==> src/rtl/conv_output_writer.sv <==
// Requantizes MAC accumulator results to signed 8 bits and streams them into the output RAM.
// Optional macro CONV_OUT_RELU_EN clamps negative quantized pixels to zero after saturation.
module conv_output_writer #(
  parameter int unsigned ACC_W   = 20,
  parameter int unsigned SHIFT   = 4,
  parameter int unsigned NUM_OUT = 128,
  parameter int unsigned ADDR_W  = 8
) (
  input  logic              clk_i,
  input  logic              rst_ni,
  input  logic              conv_run_i,
  input  logic              mac_valid_i,
  input  logic [ACC_W-1:0]  mac_result_i,
  output logic              wr_en_o,
  output logic [ADDR_W-1:0] wr_addr_o,
  output logic [7:0]        wr_data_o,
  output logic              busy_o,
  output logic              conv_done_o,
  output logic              sat_flag_o
);

  typedef enum logic [1:0] {StIdle, StRun, StDone} state_e;

  localparam logic [ADDR_W-1:0]       LastIdx = ADDR_W'(NUM_OUT - 1);
  localparam logic signed [ACC_W-1:0] QMax    = ACC_W'(127);
  localparam logic signed [ACC_W-1:0] QMin    = ACC_W'(-128);

  state_e            state_q, state_d;
  logic [ADDR_W-1:0] cnt_q, cnt_d;
  logic              wr_en_q, wr_en_d;
  logic [ADDR_W-1:0] wr_addr_q, wr_addr_d;
  logic [7:0]        wr_data_q, wr_data_d;
  logic              sat_q, sat_d;

  logic signed [ACC_W-1:0] q;
  logic                    sat_hi, sat_lo;
  logic [7:0]              quant;

  // Arithmetic shift gives floor rounding for negative sums.
  assign q      = $signed(mac_result_i) >>> SHIFT;
  assign sat_hi = (q > QMax);
  assign sat_lo = (q < QMin);

  always_comb begin
    if (sat_hi) begin
      quant = 8'h7F;
    end else if (sat_lo) begin
      quant = 8'h80;
    end else begin
      quant = q[7:0];
    end
`ifdef CONV_OUT_RELU_EN
    if (quant[7]) begin
      quant = 8'h00;
    end
`else
`endif
  end

  always_comb begin
    state_d   = state_q;
    cnt_d     = cnt_q;
    wr_en_d   = 1'b0;
    wr_addr_d = wr_addr_q;
    wr_data_d = wr_data_q;
    sat_d     = sat_q;
    unique case (state_q)
      StIdle: begin
        if (conv_run_i) begin
          state_d = StRun;
          cnt_d   = '0;
          sat_d   = 1'b0;
        end
      end
      StRun: begin
        if (!conv_run_i) begin
          // Abort drops any coincident result; sat flag survives until next start.
          state_d = StIdle;
          cnt_d   = '0;
        end else if (mac_valid_i) begin
          wr_en_d   = 1'b1;
          wr_addr_d = cnt_q;
          wr_data_d = quant;
          sat_d     = sat_q | sat_hi | sat_lo;
          if (cnt_q == LastIdx) begin
            state_d = StDone;
          end else begin
            cnt_d = cnt_q + 1'b1;
          end
        end
      end
      StDone: begin
        if (!conv_run_i) begin
          state_d = StIdle;
        end
      end
      default: state_d = StIdle;
    endcase
  end

  always_ff @(posedge clk_i or negedge rst_ni) begin
    if (!rst_ni) begin
      state_q   <= StIdle;
      cnt_q     <= '0;
      wr_en_q   <= 1'b0;
      wr_addr_q <= '0;
      wr_data_q <= '0;
      sat_q     <= 1'b0;
    end else begin
      state_q   <= state_d;
      cnt_q     <= cnt_d;
      wr_en_q   <= wr_en_d;
      wr_addr_q <= wr_addr_d;
      wr_data_q <= wr_data_d;
      sat_q     <= sat_d;
    end
  end

  assign wr_en_o     = wr_en_q;
  assign wr_addr_o   = wr_addr_q;
  assign wr_data_o   = wr_data_q;
  assign busy_o      = (state_q == StRun);
  assign conv_done_o = (state_q == StDone);
  assign sat_flag_o  = sat_q;

endmodule

==> config.mk <==
export PLATFORM = sky130hd
export DESIGN_NAME = conv_output_writer
export DESIGN_NICKNAME = d
export VERILOG_FILES = /design/src/rtl/conv_output_writer.sv
export SDC_FILE = /design/constraint.sdc
export NUM_CORES = 1
export LEC_CHECK = 0
export ABC_AREA = 1
export CORE_UTILIZATION = 40
export DETAILED_ROUTE_END_ITERATION = 8
export GPL_TIMING_DRIVEN = 0
export PLACE_DENSITY = 0.73
export SYNTH_ARGS = -nofsm -noshare
export SYNTH_HDL_FRONTEND = slang
export SYNTH_SLANG_ARGS = --single-unit
export TNS_END_PERCENT = 50
==> constraint.sdc <==
create_clock -name clk_i -period 1.4 [get_ports clk_i]
set_input_delay 0.21 -clock clk_i [delete_from_list [all_inputs] [get_ports clk_i]]
set_output_delay 0.21 -clock clk_i [all_outputs]
set_load 0.01 [all_outputs]
Word level (Yosys, flattened, before mapping):

Index checks and enable logic that the tools add are counted.

* flip-flop bits (word level): 28
* bits of input ports: 24
* output and inout port bits: 20
* word-level logic and storage cells: 47

* add/sub/neg operators: 1
* magnitude comparators: 2
* eq/ne operators: 10
* mux-type cells: 20
* bitwise gates (word level): 2
* reduce and logical (&&, ||, !) cells: 6

Operators with widths (count)
* 8-bit two-way mux: 6
* 16-bit by 8-bit > comparator with 1-bit output, second input constant: 1
* 16-bit by 8-bit less-than comparator with 1-bit output, second input constant: 1
* 8-bit one-hot mux with 2 select lines: 1
* 4-bit AND reduction: 3
* 2-bit two-way mux: 5
* 8-bit by 1-bit adder with 8-bit output, second input constant: 1
* 8-bit by 7-bit equality test with 1-bit output, second input constant: 1
* 2-bit != test, second input constant: 4
* 1-bit two-way mux: 6
* 3-bit != test, second input constant: 2
* 2-bit one-hot mux with 3 select lines: 1
* 3-bit by 2-bit != test with 1-bit output, second input constant: 1
* 3-bit AND reduction: 1
* 2-bit by 1-bit equality test with 1-bit output, second input constant: 1
* 2-bit equality test, second input constant: 1
* 2-bit logical NOT: 1
* 1-bit OR: 2
* 1-bit one-hot mux with 2 select lines: 1
* 2-bit nonzero test: 1

Logic depth before layout (Yosys ltp):

* word-level depth: 6
* depth in mapped cells: 9
* depth with buffers taken out: 8

Worst setup path before layout:

Ideal clock, no wire load.

* path type: reg-to-reg
* start point: register cnt_q[0]
* end point: register cnt_q[6]
* library setup time: 0.127 ns
* arrival: 1.159 ns
* data required time: 1.273 ns
* slack: 0.114 ns
* stages on the path, launching flop included: 9
* path through: dfrtp_1 -> ha_1 -> nand2_1 -> inv_1 -> nand4_1 -> nand2_2 -> buf_6 -> nand2_1 -> o21ai_0

* longest elaborated chain between the ends: 5
* elaborated cells between the ends (all ways): 8

RTL lines
* start: declaration: line 29 `logic [ADDR_W-1:0] cnt_q, cnt_d;`
* start signal: assignment: line 111 `cnt_q <= cnt_d;`
* 8-bit by 1-bit adder with 8-bit output: line 88 `cnt_d = cnt_q + 1'b1;`
* 8-bit two-way mux: line 85 `if (cnt_q == LastIdx) begin`
* 8-bit two-way mux: line 80 `end else if (mac_valid_i) begin`
* 8-bit two-way mux: line 76 `if (!conv_run_i) begin`
* 8-bit one-hot mux with 2 select lines: line 67 `unique case (state_q)`

Parallel ways exist; a longest one is shown, timed or not. The select of a mux whose other input is x is not followed.
A chain may end at the register's enable or synchronous reset.

Worst setup path after layout:

* start point: register state_q[1]
* end point: output port busy_o

* longest elaborated chain between the ends: 1

RTL lines
* start: declaration: line 28 `state_e state_q, state_d;`
* start signal: assignment: line 103 `state_q <= StIdle;`
* start signal: assignment: line 110 `state_q <= state_d;`
* 2-bit by 1-bit equality test with 1-bit output: line 122 `assign busy_o = (state_q == StRun);`
* end: declaration: line 17 `output logic busy_o,`

No other way between the ends.

==> metrics.md <==
| Metric | Value |
|---|---|
| Async S/R FF share, synth | `100%` |
| Register area | `between 700 and 800 um^2` |
| Clk_lat worst skew | `roughly 0.33 ns` |
| Layout cells sized above 1 | `about 17%` |
| Clk buf depth | `2` |
| Fmax | `between 700 and 800 MHz` |
| Sequential area share after synthesis | `around 48%` |
| Diodes inserted | `0` |
| 1st-iter DRT viols | `between 90 and 100` |
| Synth Warn # | `0` |
| Tcrit/Tclk final | `a little over nine tenths` |
| FILL cells | `327` |
| WP data required | `1.19 ns` |
| DRC violations left | `0` |
| Pin count of the biggest net entering global routing | `29` |
| GRT overflow | `0` |
| Worst Hold Class | `input port to flop` |
| Area Growth Syn to Fin | `39.3%` |
| Drt pass-1 iters | `4` |
| Setup TNS | `0 ns` |
| Root buffer cell | `clkbuf_4` |
| Crit path largest cell delay | `a little over 0.4 ns` |
| Total Nets Final | `270` |
| CP Capture Type | `output pin` |
| I/O pin count | `44` |
| RSZ-0062 raised after global routing | `true` |
| Leakage power | `1.07 nW` |
| I/O Buffers | `38` |
| Synth area leaders | `dfrtp_1, nand2_1, inv_1` |
| Post-detail-place hpwl | `2190 um` |
| Commonest non-fill, non-tap cell in the layout | `nand2_1` |
| TritonCTS clock tree | `yes` |
| Drt wl/cell | `about 11 um` |
| Part of the power in registers | `a little under two fifths` |
| Die Wd | `62.4 um` |
| DP Cell Count | `~280` |
| CP cell instances | `inv_2, nand2_4, inv_4, buf_2` |
| Top FF cell, synth | `dfrtp_1` |
| Worst-margin pin slew | `0.624 ns` |
| WL final | `about 3200 um` |
| GRT Total Usage | `between 10% and 20%` |
| Row count | `21` |
| Number of H-tree levels | `1` |
| Min Tclk post-route | `1.35 ns` |
| Slew Viols, Final | `0` |
| Worst-path clk slew | `0.15 ns` |
| Die ar. | `0.00389 mm^2` |
| Area leader, netlist | `dfrtp_1` |
| Pre-CTS setup slack | `-0.334 ns` |
| Outcome | `completed` |
| Endpoints failing hold | `0` |
| WS Path Type | `flop to output pin` |
| Cts bufs inserted | `3` |
| Comb pwr share | `between 40 and 50%` |
| Clock Skews | `0.00516 ns` |
| Initial antenna violation count | `0` |
| Worst vdd ir | `around 0.77 mV` |
| Synth Cell Area | `approximately 0.0015 mm^2` |
| ANT nets after route | `0` |
| Vias per inst | `between 4 and 5` |
| Slowest CP cell | `dfrtp_1` |
| GPL Wtd Cong | `around 0.83` |
| FF+latch count, synth | `28` |
| P per Cell Area | `roughly 1500 mW/mm^2` |
| Net Sw Frac | `between 30% and 40%` |
| Area of the multi-input gates | `661 um^2` |
| Syn Area/Cell | `between 7 and 8 um^2` |
| CP arrival | `roughly 1.1 ns` |
| Initial Util | `between 40% and 50%` |
| Switching Power | `between 0.001 and 0.0015 W` |
| Internal power | `0.00193 W` |
| Clock share of power | `approximately 18%` |
| R2R Setup Slk | `~0.060 ns` |
| Synth top area share | `48.0%` |
| Netlist cell types | `20` |
| Post-Syn Instances | `192` |
| First-pass GRT wire length | `between 5000 and 6000 um` |
| Worst setup SP type | `flop` |
| Most frequent cells in the layout | `nand2_1, dfrtp_1, inv_1, dlygate4sd2_1, clkdlybuf4s50_1` |
| Power Total | `0.00303 W` |
| Worst-path maximum fanout | `4` |
| Clock Sinks | `28` |
| Syn nets | `217` |
| Endpoints failing setup | `0` |
| Vias | `between 1k and 1.5k` |
| Fin cells | `a little under 300` |
| EDFF count, synth | `0` |
| Vias in the first global route | `1,231` |
| Die Y | `about 62 um` |
| Final core utilization | `just under 60%` |
| Placeable core area | `approximately 0.0034 mm^2` |
| Final WS setup | `0.0520 ns` |
| Worst slew margin | `approximately 60%` |
| Max-Cap Viols | `0` |
-- cells in the mapped netlist, types with 2 or more instances --
cell / number
nand2_1: 76
dfrtp_1: 28
inv_1: 26
nor2_1: 11
nand3_1: 9
o21ai_1: 8
o21ai_0: 6
nand4_1: 5
o21ai_2: 5
nand2_2: 4
buf_2: 2
buf_6: 2
nor2_4: 2
nor3_1: 2
-- layer usage --
layer	global-route usage [%]	wire, um	vias up	part of all wire (%)
li1	-	-	703	-
met1	22.6	1420	615	45
met2	28.3	1530	38	49
met3	2.37	169	5	5.4
met4	5.23	34	0	1.1
met5	0	0	-	0
-- sequential cells by signal, summed over array words and instances (netlist names) --
| register | flops |
|---|---|
| cnt_q | 8 |
| wr_addr_o | 8 |
| wr_data_o | 8 |
| state_q | 2 |
| sat_flag_o | 1 |
| wr_en_o | 1 |
-- power groups by stage --
stage	sequential, W	combinational, W	clock, W
detailed placement	0.00117	0.00122	0
finish	0.00114	0.00137	0.000531
floorplan	0.00123	0.000590	0
CTS	0.00113	0.00127	0.000542
global placement	0.00117	0.00121	0
global route	0.00117	0.00149	0.000570
-- final cells by class --
class                   count  area share [%]
plain buffers               4            1.60
clock buffers               3            1.11
clock inverters             1            1.48
inverters                  27            5.11
multi-input cells         133            32.5
flip-flops and latches     28            34.5
well taps                  46            2.83
repair buffers             48            20.9
-- what timing repair did --
action / in CTS / in global routing
hold endpoints to repair: 0 / 28
setup buffers: 5 / 3
hold buffers: 0 / 1
cloned: 1 / 0
gates resized for setup: 28 / 13
endpoints found under the setup margin: 28 / 26
pin swaps: 0 / 2
-- final timing paths --
path                              startpoint           end  cells after the start
worst max-delay path              state_q[1]        busy_o                      4
worst min-delay path              conv_run_i    state_q[1]                      3
worst max register to register      cnt_q[3]      cnt_q[6]                      7
worst min register to register  wr_data_o[6]  wr_data_o[6]                      2
max in group asynchronous             rst_ni      cnt_q[6]                      2
min in group asynchronous             rst_ni  wr_addr_o[1]                      2
-- worst max-delay path, delay by kind of cell (launching register included) --
kind | cells | cell delay, ns
flops | 1 | 0.41
simple gates | 1 | 0.08
buf+inv | 3 | 0.32
-- cells by family after synthesis --
| kind of cell | share of synthesized area, % |
|---|---|
| compound gates | 9.43 |
| fa+ha+maj | 0.857 |
| buf+inv | 9.18 |
| flops | 48.0 |
| simple gates | 32.5 |
-- per-stage QoR --
stage / hold slack (ns) / instance area, um^2
3_5_place_dp: 0.465 / 1900
5_1_grt: 0.144 / 2030
6_report: 0.133 / 2030
4_1_cts: 0.126 / 1980
3_3_place_gp: 0.463 / 1900
2_1_floorplan: -0.0856 / 1460
Note: power is estimated with default switching activity, not from simulation.
